==> config.mk <==
export PLATFORM = sky130hd
export DESIGN_NAME = uart_frame_rx
export DESIGN_NICKNAME = d
export VERILOG_FILES = /design/src/rtl/uart_frame_pkg.sv /design/src/rtl/uart_frame_buf.sv /design/src/rtl/uart_frame_rx.sv
export SDC_FILE = /design/constraint.sdc
export NUM_CORES = 1
export LEC_CHECK = 0
export ABC_AREA = 1
export CAP_MARGIN = 20
export CORE_ASPECT_RATIO = 1.75
export CORE_MARGIN = 8
export CORE_UTILIZATION = 25
export CTS_CLUSTER_DIAMETER = 60
export DETAILED_ROUTE_END_ITERATION = 8
export GPL_ROUTABILITY_DRIVEN = 0
export PLACE_DENSITY = 0.4
export RECOVER_POWER = 100
export SETUP_SLACK_MARGIN = 0.5
export SLEW_MARGIN = 20
export SYNTH_ARGS = -nofsm -noshare
export SYNTH_HDL_FRONTEND = slang
export SYNTH_SLANG_ARGS = --single-unit
==> constraint.sdc <==
create_clock -name clk -period 3.05 [get_ports clk]
set_input_delay 0.305 -clock clk [delete_from_list [all_inputs] [get_ports clk]]
set_output_delay 0.305 -clock clk [all_outputs]
set_load 0.01 [all_outputs]
==> src/rtl/uart_frame_pkg.sv <==
// Shared definitions for the uart_frame_rx deframer.
// Holds the start-of-frame marker, the FSM state encoding and the error codes.
package uart_frame_pkg;

    localparam logic [7:0] SOF_BYTE = 8'h7E;

    typedef enum logic [2:0] {
        ST_HUNT,
        ST_LEN,
        ST_DATA,
        ST_CHK,
        ST_DRAIN
    } frame_state_e;

    typedef enum logic [1:0] {
        ERR_NONE    = 2'd0,
        ERR_BAD_LEN = 2'd1,
        ERR_BAD_CHK = 2'd2,
        ERR_TIMEOUT = 2'd3
    } err_code_e;

endpackage

==> src/rtl/uart_frame_buf.sv <==
// Payload store for uart_frame_rx: DEPTH x 8 registers, one synchronous write
// port and one combinational read port. The storage itself is never reset.
module uart_frame_buf
    import uart_frame_pkg::*;
#(
    parameter int DEPTH = 64,
    parameter int IW    = (DEPTH > 1) ? $clog2(DEPTH) : 1
) (
    input  logic          clk,
    input  logic          i_wr_en,
    input  logic [IW-1:0] i_wr_addr,
    input  logic [7:0]    i_wr_dat,
    input  logic [IW-1:0] i_rd_addr,
    output logic [7:0]    o_rd_dat
);

    logic [7:0] r_mem [DEPTH];

    always_ff @(posedge clk) begin
        if (i_wr_en) begin
            r_mem[i_wr_addr] <= i_wr_dat;
        end
    end

    assign o_rd_dat = r_mem[i_rd_addr];

endmodule

==> src/rtl/uart_frame_rx.sv <==
// Deframer for the uart_top byte stream: SOF, LEN, payload, XOR checksum.
// Define UART_FRAME_TIMEOUT_EN to build the inter-byte timeout (error code 3).
module uart_frame_rx
    import uart_frame_pkg::*;
#(
    parameter int MAX_LEN        = 64,
    parameter int TIMEOUT_CYCLES = 100000
) (
    input  logic       clk,
    input  logic       rst_n,
    input  logic       en,
    input  logic [7:0] in_dat_i,
    input  logic       in_vld_i,
    output logic       in_rdy_o,
    output logic [7:0] out_dat_o,
    output logic       out_vld_o,
    output logic       out_last_o,
    input  logic       out_rdy_i,
    output logic       frame_ok_o,
    output logic       frame_err_o,
    output logic [1:0] err_code_o
);

    localparam int         LW        = $clog2(MAX_LEN + 1);
    localparam int         IW        = (MAX_LEN > 1) ? $clog2(MAX_LEN) : 1;
    localparam logic [7:0] MAX_LEN_B = 8'(MAX_LEN);

    if (MAX_LEN < 1 || MAX_LEN > 255) begin : g_badMaxLen
        $error("uart_frame_rx: MAX_LEN must be in 1..255");
    end
    if (TIMEOUT_CYCLES < 2) begin : g_badTimeout
        $error("uart_frame_rx: TIMEOUT_CYCLES must be at least 2");
    end

    frame_state_e   r_state;
    frame_state_e   w_stateNext;
    logic           r_alive;
    logic [LW-1:0]  r_len;
    logic [LW-1:0]  r_wrPtr;
    logic [LW-1:0]  r_rdPtr;
    logic [7:0]     r_xor;
    logic           r_frameOk;
    logic           r_frameErr;
    err_code_e      r_errCode;

    logic           w_inXfer;
    logic           w_outXfer;
    logic           w_lenBad;
    logic           w_dataLast;
    logic           w_outLast;
    logic           w_abort;
    logic           w_bufWr;
    logic           w_timeout;
    logic           w_okSet;
    logic           w_errSet;
    err_code_e      w_errCodeNext;
    logic [7:0]     w_rdDat;

    // r_alive keeps in_rdy_o low while reset is held even if en is already high.
    assign in_rdy_o   = r_alive & en & (r_state != ST_DRAIN);
    assign w_inXfer   = in_vld_i & in_rdy_o;
    assign out_vld_o  = (r_state == ST_DRAIN);
    assign w_outXfer  = out_vld_o & out_rdy_i;
    assign w_outLast  = out_vld_o & (r_rdPtr == r_len - LW'(1));
    assign out_last_o = w_outLast;
    assign out_dat_o  = out_vld_o ? w_rdDat : 8'h00;
    assign w_lenBad   = (in_dat_i == 8'h00) || (in_dat_i > MAX_LEN_B);
    assign w_dataLast = (r_wrPtr == r_len - LW'(1));
    assign w_abort    = !en && (r_state inside {ST_LEN, ST_DATA, ST_CHK});
    assign w_bufWr    = (r_state == ST_DATA) & w_inXfer;

    assign frame_ok_o  = r_frameOk;
    assign frame_err_o = r_frameErr;
    assign err_code_o  = r_errCode;

`ifdef UART_FRAME_TIMEOUT_EN
    localparam int TW = $clog2(TIMEOUT_CYCLES + 1);

    logic [TW-1:0] r_toCnt;
    logic          w_counting;

    assign w_counting = r_state inside {ST_LEN, ST_DATA, ST_CHK};
    // The count lags elapsed idle cycles by one, so matching TIMEOUT_CYCLES-2
    // raises the pulse exactly TIMEOUT_CYCLES cycles after the last byte.
    assign w_timeout  = en & w_counting & !w_inXfer & (r_toCnt == TW'(TIMEOUT_CYCLES - 2));

    always_ff @(posedge clk or negedge rst_n) begin
        if (!rst_n) begin
            r_toCnt <= '0;
        end else if (w_inXfer || !(w_stateNext inside {ST_LEN, ST_DATA, ST_CHK})) begin
            r_toCnt <= '0;
        end else if (w_counting) begin
            r_toCnt <= r_toCnt + TW'(1);
        end
    end
`else
    assign w_timeout = 1'b0;
`endif

    always_comb begin
        w_stateNext = r_state;
        case (r_state)
            ST_HUNT:  if (w_inXfer && in_dat_i == SOF_BYTE) w_stateNext = ST_LEN;
            ST_LEN:   if (w_inXfer) w_stateNext = w_lenBad ? ST_HUNT : ST_DATA;
            ST_DATA:  if (w_inXfer && w_dataLast) w_stateNext = ST_CHK;
            ST_CHK:   if (w_inXfer) w_stateNext = (in_dat_i == r_xor) ? ST_DRAIN : ST_HUNT;
            ST_DRAIN: if (w_outXfer && w_outLast) w_stateNext = ST_HUNT;
            default:  w_stateNext = ST_HUNT;
        endcase
        if (w_abort || w_timeout) begin
            w_stateNext = ST_HUNT;
        end
    end

    always_comb begin
        w_okSet       = 1'b0;
        w_errSet      = 1'b0;
        w_errCodeNext = ERR_NONE;
        if (r_state == ST_LEN && w_inXfer && w_lenBad) begin
            w_errSet      = 1'b1;
            w_errCodeNext = ERR_BAD_LEN;
        end
        if (r_state == ST_CHK && w_inXfer) begin
            if (in_dat_i == r_xor) begin
                w_okSet = 1'b1;
            end else begin
                w_errSet      = 1'b1;
                w_errCodeNext = ERR_BAD_CHK;
            end
        end
        if (w_timeout) begin
            w_errSet      = 1'b1;
            w_errCodeNext = ERR_TIMEOUT;
        end
    end

    always_ff @(posedge clk or negedge rst_n) begin
        if (!rst_n) begin
            r_state <= ST_HUNT;
            r_alive <= 1'b0;
        end else begin
            r_state <= w_stateNext;
            r_alive <= 1'b1;
        end
    end

    always_ff @(posedge clk or negedge rst_n) begin
        if (!rst_n) begin
            r_len      <= '0;
            r_wrPtr    <= '0;
            r_rdPtr    <= '0;
            r_xor      <= 8'h00;
            r_frameOk  <= 1'b0;
            r_frameErr <= 1'b0;
            r_errCode  <= ERR_NONE;
        end else begin
            r_frameOk  <= w_okSet;
            r_frameErr <= w_errSet;
            if (w_errSet) begin
                r_errCode <= w_errCodeNext;
            end

            if (r_state == ST_LEN && w_inXfer && !w_lenBad) begin
                r_len <= in_dat_i[LW-1:0];
                r_xor <= in_dat_i;
            end else if (w_bufWr) begin
                r_xor <= r_xor ^ in_dat_i;
            end

            if (w_stateNext != ST_DATA) begin
                r_wrPtr <= '0;
            end else if (w_bufWr) begin
                r_wrPtr <= r_wrPtr + LW'(1);
            end

            if (w_stateNext != ST_DRAIN) begin
                r_rdPtr <= '0;
            end else if (w_outXfer) begin
                r_rdPtr <= r_rdPtr + LW'(1);
            end
        end
    end

    uart_frame_buf #(
        .DEPTH (MAX_LEN)
    ) u_buf (
        .clk       (clk),
        .i_wr_en   (w_bufWr),
        .i_wr_addr (r_wrPtr[IW-1:0]),
        .i_wr_dat  (in_dat_i),
        .i_rd_addr (r_rdPtr[IW-1:0]),
        .o_rd_dat  (w_rdDat)
    );

endmodule

==> results of run 1 <==
flip-flops by register name, summed over array words and instances, names as in the netlist:
signal       flops
r_rdPtr          7
u_buf.r_mem    512
frame_err_o      1
r_len            7
r_alive          1
r_wrPtr          7
err_code_o       2
frame_ok_o       1
r_state          3
r_xor            8
metrics by stage:
stage	setup TNS (ns)	hold slack, ns	area, um^2
after global placement	-0.492	0.477	26200
after global routing	-1.65	0.189	29300
after detailed placement	-0.622	0.488	26200
after floorplan	0	0.00941	23300
after CTS	-0.973	0.0612	29100
final	-0.397	0.143	29300
synth_stat cells (all sizes together):
library cell  instances  area, um^2
a31oi                 1        6.26
buf                  78         463
nand3               155         823
clkbuf               29         109
edfxtp              512       15400
nor4                  2        12.5
nand2               371        1420
conb                  1        3.75
nand3b                1        7.51
xnor2                10        87.6
inv                  66         260
nor2                510        2000
ha                    3        37.5
o211ai               19         158
dfrtp                37         926
xor2                  8        70.1
o21ai               252        1260
nand4                 8        50.1
nor3                  3        15.0
or2                   1        6.26
clkinv                5        18.8
a21oi                39         206
what timing repair did:
item | CTS | global route
pin swaps | 55 | 42
endpoints found under the setup margin | 9 | 57
cloned | 13 | 3
gates resized for setup | 196 | 79
hold endpoints to repair | 37 | 0
setup buffers | 18 | 2
hold buffers | 1 | 0
logic make-up (layout without fill, tap and decap cells):
logic type / Yosys count / count (layout) / share of synthesized area
AND/OR/NAND/NOR: 1051 / 1051 / 0.186
flip-flops: 549 / 549 / 0.699
AO/OA/AOI/OAI: 311 / 311 / 0.0700
buffers and inverters: 178 / 421 / 0.0365
XOR/XNOR: 18 / 18 / 0.00676
adder cells (fa/ha/maj): 3 / 3 / 0.00161
other: 1 / 1 / 0.000161
power groups by stage:
stage,Combinational (mW),Sequential (mW),Clock (mW)
after floorplan,0.0300,8.40,0
after global placement,0.243,8.40,0
after detailed placement,0.245,8.40,0
after CTS,0.247,8.23,7.42
after global routing,0.248,8.23,7.65
final,0.228,8.24,7.24
layer usage:
metal	part of all wire	GRT usage	wire (um)
met2	0.53	0.276	41700
met1	0.39	0.168	30400
met4	0.043	0.0666	3340
met3	0.033	0.0169	2610
met5	0	0	0
final cells by class:
cell class / instances / area share
Clock buffer: 61 / 0.0470
Clock inverter: 38 / 0.0174
Inverter: 71 / 0.0101
Multi-Input combinational cell: 1384 / 0.226
Sequential cell: 549 / 0.557
Tap cell: 1200 / 0.0513
Timing Repair Buffer: 249 / 0.0910
Timing Repair inverter: 2 / 0.000598
worst reg2reg max path: cells and delay by family (launching register included):
kind          cells  cell delay [ns]
simple gates      8             1.13
flops             1             0.44
buf+inv           4             0.80
worst paths after layout:
check                                endpoint  cells after the start
max                              out_dat_o[4]                     12
min                                  r_len[3]                      3
max reg2reg                u_buf.r_mem[44][0]                     12
min reg2reg                          r_xor[6]                      2
max in group asynchronous          r_rdPtr[0]                      2
min in group asynchronous          r_wrPtr[3]                      2
==> key figures, run 1 <==
Outcome
  – Status: finished, violations left
  – Violated checks: max-capacitance violations, max-slew violations, negative setup slack

Worst setup path
  – Crit Path Max Fanout: 8
  – Critical path's slowest cell: dfrtp_4
  – Worst stage delay on the critical path: 0.52 ns
  – Crit path arrival time: 2.88 ns
  – Req. time, crit path: between 2 and 3 ns
  – CP Capture Type: output port
  – CP Launch Type: register
  – Crit Path Class: reg2out
  – R2R Setup Slk: 0.46 ns
  – CP top delay family: buffers and inverters
  – CP Cell Sequence: buf_12 -> buf_16 -> buf_12 -> o21ai_1 -> o211ai_1 -> nand3_2 -> nand2_1 -> nand2_1 -> nand2_2 -> nor2_4 -> nor2_1 -> buf_2
  – Reg2reg start: r_state[0]
  – CP Launch Point: r_rdPtr[0]
  – Sum of buffers and inverters on the critical path: 4

Synth
  – Syn avg cell area: 11.0 um^2
  – Post-synthesis cell type count: 38
  – Syn Inst Count: 2,111
  – Syn nets: 2,127
  – Sequential fraction of the synthesis area: 0.699
  – Synthesis-stage register bit count: 549
  – Cell Area, Synth: 23,300 um^2
  – Ys Warns: 0

Finish
  – P&R area growth vs syn: 25.6%
  – # diodes: 0
  – Final core occ: 0.316
  – Commonest non-fill, non-tap cells in the layout: edfxtp_1, nor2_1, nand2_1
  – Layout cells sized above 1: 0.193
  – Layout Nets: 2,326
  – Post-route insts no fill: around 3,600
  – Commonest non-fill, non-tap cell in the layout: edfxtp_1
  – Filler cells: 9,330
  – Reg area: 16,300 um^2
  – Area of the multi-input gates: 6610 um^2

Route
  – Residual DRC count: 0
  – Initial DRC count: 1,120
  – Vias: 16,100
  – Routed Antenna Nets: 0
  – DRT Pass-1 Iters: 5
  – Vias per inst: 4.54
  – Routed WL: between 70,000 and 80,000 um
  – Routed len/inst: approximately 22 um

Power and ir drop
  – Clock network fraction of total power: 0.461
  – Reg power frac: 0.525
  – Switching Power: roughly 3.2 mW
  – Comb pwr share: 0.015
  – Leak pwr: 10.6 nW
  – Switching portion of total power: 0.206
  – Cell internal pwr: 12.5 mW
  – Pwr Total: between 15 and 20 mW
  – Pwr Density: 536 nW/um^2
  – VDD IR max: 0.000412 V

Clocking
  – CTS Root Cell: clkbuf_16
  – Clk sinks: 549
  – CTS clock-pin slew for the worst setup and hold paths: 0.07 ns
  – Max Buffers Root-to-Sink: 3
  – Clk_lat worst skew: 0.63 ns
  – CTS tree: done
  – H-Tree Depth: 2
  – CTS buffer count: 53

Placement
  – Pre-CTS setup slack: -0.154 ns
  – Post-DP HPWL: roughly 50,000 um
  – Number of port buffers: 27
  – Placed insts: 3,418

STA
  – Fmax achieved: ~0.31 GHz
  – Least-Margin Pin Slew: 2.24 ns
  – RSZ-0062 raised after global routing: true
  – Final hold violations: 0
  – Tcrit/Tclk final: 1.04
  – Max transition margin: -0.491
  – Clock Skew: 0.0328 ns
  – Slew Viols, Final: around 250
  – Final min period: 3.19 ns
  – Final Setup Violations: 8
  – Final setup margin: -0.137 ns

Die
  – Row cnt: ~150
  – Starting density of the core: 0.251
  – IO Pins: 28
  – CORE AREA: 92,800 um^2
  – Die footprint: 104,000 um^2
  – Die height: 420 um
  – Die Wd: approximately 250 um

Worst hold path
  – Hold path startpoint: in_dat_i[3]
  – Hold WC Path Type: in2reg

Global route
  – Global-route wire length before repair: 113,000 um
  – Overall routing resource usage: 0.148
  – Overflow after GRT: 0
  – Vias in the first global route: roughly 17,000
  – Initial antenna violation count: 1
  – Largest net degree at the start of global routing: 66

Flow run
  – Max cap viols: 6
Note: power is estimated with default switching activity, not from simulation.
==> run 2: changes to the inputs <==
CAP_MARGIN = 10   (was 20)
==> results of run 2 <==
No change in the layout: final DEF, timing and power equal those of run 1.
==> run 3: changes to the inputs <==
GPL_ROUTABILITY_DRIVEN = unset   (was 0)
HOLD_SLACK_MARGIN = 0.05   (was unset)
==> results of run 3 <==
No change in the layout: final DEF, timing and power equal those of run 1.
